**src/rtl/dbg_uart_pkg.sv**
```systemverilog
// Shared types and constants for the debug UART command path.
// Holds the deframer FSM states, header layout and the command bundle.
package dbg_uart_pkg;

  localparam logic [7:0] SOF_DEFAULT = 8'h01;
  localparam int WR_BIT = 7;
  localparam int ADDR_W = 7;
  localparam int DATA_W = 32;

  typedef enum logic [2:0] {
    ST_IDLE,
    ST_HDR,
    ST_DATA,
    ST_CSUM,
    ST_HOLD
  } state_e;

  typedef struct packed {
    logic              write;
    logic [ADDR_W-1:0] addr;
    logic [DATA_W-1:0] data;
  } cmd_t;

endpackage

```
**src/rtl/dbg_timeout_counter.sv**
```systemverilog
// Idle-cycle watchdog: counts while RUN_I, restarts on CLR_I.
// Ports: CLK_I, RST_NI, RUN_I, CLR_I in; EXPIRE_O high on the last cycle.
module dbg_timeout_counter #(
  parameter int CYCLES = 16
) (
  input  logic CLK_I,
  input  logic RST_NI,
  input  logic RUN_I,
  input  logic CLR_I,
  output logic EXPIRE_O
);

  localparam int CW = $clog2(CYCLES + 1);
  localparam logic [CW-1:0] LAST = CW'(CYCLES - 1);

  logic [CW-1:0] cnt;

  always_ff @(posedge CLK_I or negedge RST_NI) begin
    if (!RST_NI) begin
      cnt <= '0;
    end else if (!RUN_I || CLR_I || cnt == LAST) begin
      cnt <= '0;
    end else begin
      cnt <= cnt + CW'(1);
    end
  end

  // A clear in the expiry cycle wins: the byte arrived in time.
  assign EXPIRE_O = RUN_I && !CLR_I && (cnt == LAST);

endmodule

```
**src/rtl/dbg_cmd_deframer.sv**
```systemverilog
// Assembles debug command frames from the UART byte stream (SOF, header,
// optional 4 data bytes LSB first) and holds each command on CMD_* under
// a valid/ready handshake. Pulses OVERFLOW_O, TIMEOUT_O and ERR_O.
// Ports: CLK_I, RST_NI, RX_DONE_I, DATA_I, CMD_READY_I in; CMD_*, pulses out.
// Optional: define CMD_CHECKSUM_EN for a trailing XOR checksum byte.
module dbg_cmd_deframer
  import dbg_uart_pkg::*;
#(
  parameter int         CLK_RATE       = 100 * 10**6,
  parameter int         BAUD_RATE      = 115200,
  parameter int         TIMEOUT_FRAMES = 4,
  parameter logic [7:0] SOF_BYTE       = SOF_DEFAULT
) (
  input  logic              CLK_I,
  input  logic              RST_NI,
  input  logic              RX_DONE_I,
  input  logic [7:0]        DATA_I,
  output logic              CMD_VALID_O,
  input  logic              CMD_READY_I,
  output logic              CMD_WRITE_O,
  output logic [ADDR_W-1:0] CMD_ADDR_O,
  output logic [DATA_W-1:0] CMD_DATA_O,
  output logic              OVERFLOW_O,
  output logic              TIMEOUT_O,
  output logic              ERR_O
);

  localparam int TIMEOUT_CYCLES =
    (CLK_RATE / BAUD_RATE) * 10 * TIMEOUT_FRAMES;

  state_e     state;
  cmd_t       cmd;
  logic [1:0] idx;
  logic       valid;
  logic       ovf;
  logic       tmo;
  logic       run;
  logic       expire;

`ifdef CMD_CHECKSUM_EN
  logic [7:0] csum;
  logic       err;

  assign run = (state == ST_HDR) || (state == ST_DATA) ||
               (state == ST_CSUM);
  assign ERR_O = err;
`else
  assign run = (state == ST_HDR) || (state == ST_DATA);
  assign ERR_O = 1'b0;
`endif

  dbg_timeout_counter #(
    .CYCLES (TIMEOUT_CYCLES)
  ) u_tmo (
    .CLK_I    (CLK_I),
    .RST_NI   (RST_NI),
    .RUN_I    (run),
    .CLR_I    (RX_DONE_I),
    .EXPIRE_O (expire)
  );

  always_ff @(posedge CLK_I or negedge RST_NI) begin
    if (!RST_NI) begin
      state <= ST_IDLE;
      cmd   <= '0;
      idx   <= '0;
      valid <= 1'b0;
      ovf   <= 1'b0;
      tmo   <= 1'b0;
`ifdef CMD_CHECKSUM_EN
      csum  <= '0;
      err   <= 1'b0;
`endif
    end else begin
      ovf <= 1'b0;
      tmo <= 1'b0;
`ifdef CMD_CHECKSUM_EN
      err <= 1'b0;
`endif
      unique case (state)
        ST_IDLE: begin
          if (RX_DONE_I && DATA_I == SOF_BYTE) begin
            state <= ST_HDR;
          end
        end
        ST_HDR: begin
          if (RX_DONE_I) begin
            cmd.write <= DATA_I[WR_BIT];
            cmd.addr  <= DATA_I[ADDR_W-1:0];
            cmd.data  <= '0;
            idx       <= '0;
`ifdef CMD_CHECKSUM_EN
            csum      <= DATA_I;
`endif
            if (DATA_I[WR_BIT]) begin
              state <= ST_DATA;
            end else begin
`ifdef CMD_CHECKSUM_EN
              state <= ST_CSUM;
`else
              state <= ST_HOLD;
              valid <= 1'b1;
`endif
            end
          end else if (expire) begin
            tmo   <= 1'b1;
            cmd   <= '0;
            state <= ST_IDLE;
          end
        end
        ST_DATA: begin
          if (RX_DONE_I) begin
            cmd.data[{idx, 3'b000} +: 8] <= DATA_I;
            idx <= idx + 2'd1;
`ifdef CMD_CHECKSUM_EN
            csum <= csum ^ DATA_I;
`endif
            if (idx == 2'd3) begin
`ifdef CMD_CHECKSUM_EN
              state <= ST_CSUM;
`else
              state <= ST_HOLD;
              valid <= 1'b1;
`endif
            end
          end else if (expire) begin
            tmo   <= 1'b1;
            cmd   <= '0;
            idx   <= '0;
            state <= ST_IDLE;
          end
        end
`ifdef CMD_CHECKSUM_EN
        ST_CSUM: begin
          if (RX_DONE_I) begin
            if (DATA_I == csum) begin
              state <= ST_HOLD;
              valid <= 1'b1;
            end else begin
              err   <= 1'b1;
              cmd   <= '0;
              state <= ST_IDLE;
            end
          end else if (expire) begin
            tmo   <= 1'b1;
            cmd   <= '0;
            state <= ST_IDLE;
          end
        end
`endif
        ST_HOLD: begin
          // Any byte here is lost, even if the handshake completes now.
          if (RX_DONE_I) begin
            ovf <= 1'b1;
          end
          if (CMD_READY_I) begin
            valid <= 1'b0;
            state <= ST_IDLE;
          end
        end
        default: begin
          state <= ST_IDLE;
        end
      endcase
    end
  end

  assign CMD_VALID_O = valid;
  assign CMD_WRITE_O = cmd.write;
  assign CMD_ADDR_O  = cmd.addr;
  assign CMD_DATA_O  = cmd.data;
  assign OVERFLOW_O  = ovf;
  assign TIMEOUT_O   = tmo;

endmodule

```
**config.mk**
```make
export PLATFORM = sky130hd
export DESIGN_NAME = dbg_cmd_deframer
export DESIGN_NICKNAME = d
export VERILOG_FILES = /design/src/rtl/dbg_uart_pkg.sv /design/src/rtl/dbg_timeout_counter.sv /design/src/rtl/dbg_cmd_deframer.sv
export SDC_FILE = /design/constraint.sdc
export NUM_CORES = 1
export LEC_CHECK = 0
export ABC_CLOCK_PERIOD_IN_PS = 5700
export CAP_MARGIN = 10
export CORE_ASPECT_RATIO = 0.75
export CORE_MARGIN = 2
export CORE_UTILIZATION = 55
export CTS_CLUSTER_DIAMETER = 40
export DETAILED_ROUTE_END_ITERATION = 6
export PLACE_DENSITY = 0.84
export SLEW_MARGIN = 5
export SYNTH_ARGS = -nofsm -noshare
export SYNTH_HDL_FRONTEND = slang
export SYNTH_SLANG_ARGS = --single-unit
export TNS_END_PERCENT = 10
```
**constraint.sdc**
```tcl
create_clock -name CLK_I -period 5.7 [get_ports CLK_I]
set_clock_uncertainty 0.2 [all_clocks]
set_input_delay 1.425 -clock CLK_I [delete_from_list [all_inputs] [get_ports CLK_I]]
set_output_delay 1.425 -clock CLK_I [all_outputs]
set_load 0.01 [all_outputs]
```
==> impl_results.md <==
* Core area at 4900 sq um
* Synth top area cells: dfrtp_1, a22o_1, xnor2_1
* Synth Instances at 247
* Critical path's largest stage delay at 0.76 ns
* Syn. warnings at 0
* Crit path DAT at about 3.6 ns
* Initial antenna violation count at 0
* Seq/Total Area, Yosys at a little under three fifths
* Setup TNS at 0 ns
* Synth async-reset ratio at 100%
* GRT Overall Usage at 27.2%
* Clock buffer depth at 2
* Synthesized cell area at ~2800 sq um
* Nets at 319
* Clk Latency, worst-skew pair at 0.35 ns
* CP max stage cell: clkdlybuf4s50_1
* Total power at ~930 uW
* Ports at between 50 and 60
* Hold_ws at 0.302 ns
* Remaining antenna violation count at 0
* Placed instance count at approximately 350
* Final Slew Violations at 0
* DP Worst Slack at approximately 1.6 ns
* WL/cell at ~19 um
* Vias at 2,274
* Chip Width at 86.5 um
* R2r startpoint: u_tmo.cnt[6]$_DFF_PN0_
* Worst Setup SP: RX_DONE_I
* Vias/cell at 6.20
* RSZ-0062 raised after global routing: no
* Avg Cell Area, Syn at roughly 11 sq um
* Gr ovfl total at 0
* Static leakage at 1.51 nW
* First-pass GRT wire length at 11,500 um
* Post-synth cell types at 36
* Synth Flop Type: dfrtp_1
* Max-slew headroom at 38.6%
* Final worst setup slack at 2.22 ns
* CTS resizes at 0
* Max-cap viol count at 0
* Filler cells at between 300 and 400
* Share of layout cells above drive strength 1 at ~7.8%
* CTS root buf: clkbuf_8
* GPL Wtd Cong at 0.925
* First-pass iteration count of the detailed router at 5
* Rows at 22
* Final Hold Viols at 0
* Footprint of the multi-input gates at 1120 sq um
* Storage element area at roughly 1600 sq um
* H-tree Lvls at 3
* CTS Sinks at 64
* Worst Setup Path Type: in2reg
* CTS tree: done
* Maximum clock frequency at 287 MHz
* Post-CTS setup buffers at 0
* Crit-path cells: clkdlybuf4s50_1, nor2b_1, nand3_1, nor4_2, a22o_1
* Max Fanout on Critical Path at 16
* Share of the synthesized area in the top cell type at 57.1%
* Critical Path Source Type: primary input
* Worst-margin pin slew at 0.914 ns
* Net count after synthesis at between 200 and 300
* Critical path capture point type: flop
* Final instance area at roughly 3600 sq um
* Die ar. at 5690 sq um
* Vias in the first global route at around 2,200
* Post-synth EDFFs at 0
* Min Tclk post-route at ~3.5 ns
* Leading area contributor after synthesis: dfrtp_1
* CTS buffer count at 9
* Initial Utilization at 57.3%
* DR iter-0 viols at 285
* Worst IR Drop VDD at 0.150 mV
* Largest net degree at the start of global routing at 65
* Register bit count reported by yosys at 64
* Post-Route WL at 6980 um
* Worst hold path startpoint: CMD_DATA_O[16]$_DFFE_PN0P_
* Status: complete, no violations
* Post-CTS Hold Fix Bufs at 0
* Number of remaining DRC errors at 0
* Power Dens Cells at 263 nW/um^2
* CTS clk-pin slew, worst paths at 0.07 ns
* HPWL after DPL at 4740 um
* Layout Cells excl Fill at 367
* Placed cell area at about 3400 sq um
* Fin crit share at ~60%
* Hold Path Class: reg2reg
* Critical Path RT at 5.78 ns
* Layout area overhead at 26.8%
* Die Span Y at 65.9 um
* Post-layout util at ~73%
* # port buffers at 54
* N_diodes at 0
* Setup violators final at 0
-- sequential cells by signal (all words and copies together), names as in the netlist --
signal       flops
u_tmo.cnt       16
CMD_ADDR_O       7
OVERFLOW_O       1
idx              2
CMD_WRITE_O      1
state            3
CMD_DATA_O      32
TIMEOUT_O        1
CMD_VALID_O      1
-- placed cells by master (no fill, tap or decap), drive strengths merged, types with 3 or more instances in the layout --
| master | instances |
|---|---|
| a22o | 40 |
| clkdlybuf4s50 | 53 |
| nor2b | 7 |
| nand4 | 6 |
| dfrtp | 64 |
| nand3 | 8 |
| clkbuf | 12 |
| ha | 5 |
| o211ai | 5 |
| clkinv | 3 |
| xnor2 | 11 |
| o21ai | 8 |
| nor4 | 7 |
| nor3 | 7 |
| nand2 | 6 |
| inv | 9 |
| nand2b | 3 |
| a21oi | 7 |
| nor2 | 24 |
-- worst paths after layout --
| path | depth (start not counted) | end | slack (ns) |
|---|---|---|---|
| max in group asynchronous | 2 | CMD_DATA_O[8]$_DFFE_PN0P_ | 3.74 |
| setup / recovery | 5 | CMD_DATA_O[28]$_DFFE_PN0P_ | 2.22 |
| min in group asynchronous | 2 | CMD_DATA_O[22]$_DFFE_PN0P_ | 1.03 |
| hold / removal | 1 | CMD_DATA_O[16]$_DFFE_PN0P_ | 0.30 |
| hold reg to reg | 1 | CMD_DATA_O[16]$_DFFE_PN0P_ | 0.30 |
| setup reg to reg | 4 | CMD_DATA_O[1]$_DFFE_PN0P_ | 3.00 |
-- kinds of logic after synthesis --
| group | share of synthesized area, % |
|---|---|
| DFF | 57.1 |
| adders and majority gates | 2.23 |
| AOI/OAI and AO/OA | 18.5 |
| and+or+nand+nor | 14.9 |
| xor gates and xnor gates | 4.06 |
| buffers and inverters | 3.12 |
| other | 0.134 |
-- layout make-up --
class | instances | area share (%)
inverter | 9 | 0.950
timing repair buffer | 55 | 15.3
clock buffer | 12 | 3.80
multi-input combinational | 163 | 31.6
sequential | 64 | 45.0
tap | 60 | 2.11
clock inverter | 4 | 1.27
-- worst max-delay path: cells and delay by family --
family / cells / cell delay [ns]
AO/OA/AOI/OAI: 1 / 0.26
buffers and inverters: 1 / 0.76
AND/OR/NAND/NOR: 3 / 1.11
-- synth_stat cells (all sizes together) (6+ instances only) --
master / instances
a21oi: 7
a22o: 40
clkbuf: 6
dfrtp: 64
inv: 9
nand2: 6
nand3: 8
nand4: 6
nor2: 24
nor2b: 7
nor3: 7
nor4: 7
o21ai: 8
xnor2: 11
-- metal layers --
layer  share of wire (%)  GRT usage [%]
met5                   0              0
met3                 8.5           8.61
met2                  44           38.8
met4                 1.5           7.42
met1                  46           40.3
-- power by group --
part / leakage, nW / internal, mW / switching, mW / total (mW)
clock: 0.0941 / 0.200 / 0.168 / 0.368
sequential: 0.879 / 0.469 / 0.00989 / 0.479
combinational: 0.539 / 0.0460 / 0.0413 / 0.0873
total: 1.51 / 0.715 / 0.219 / 0.934
Note: power is estimated with default switching activity, not from simulation.
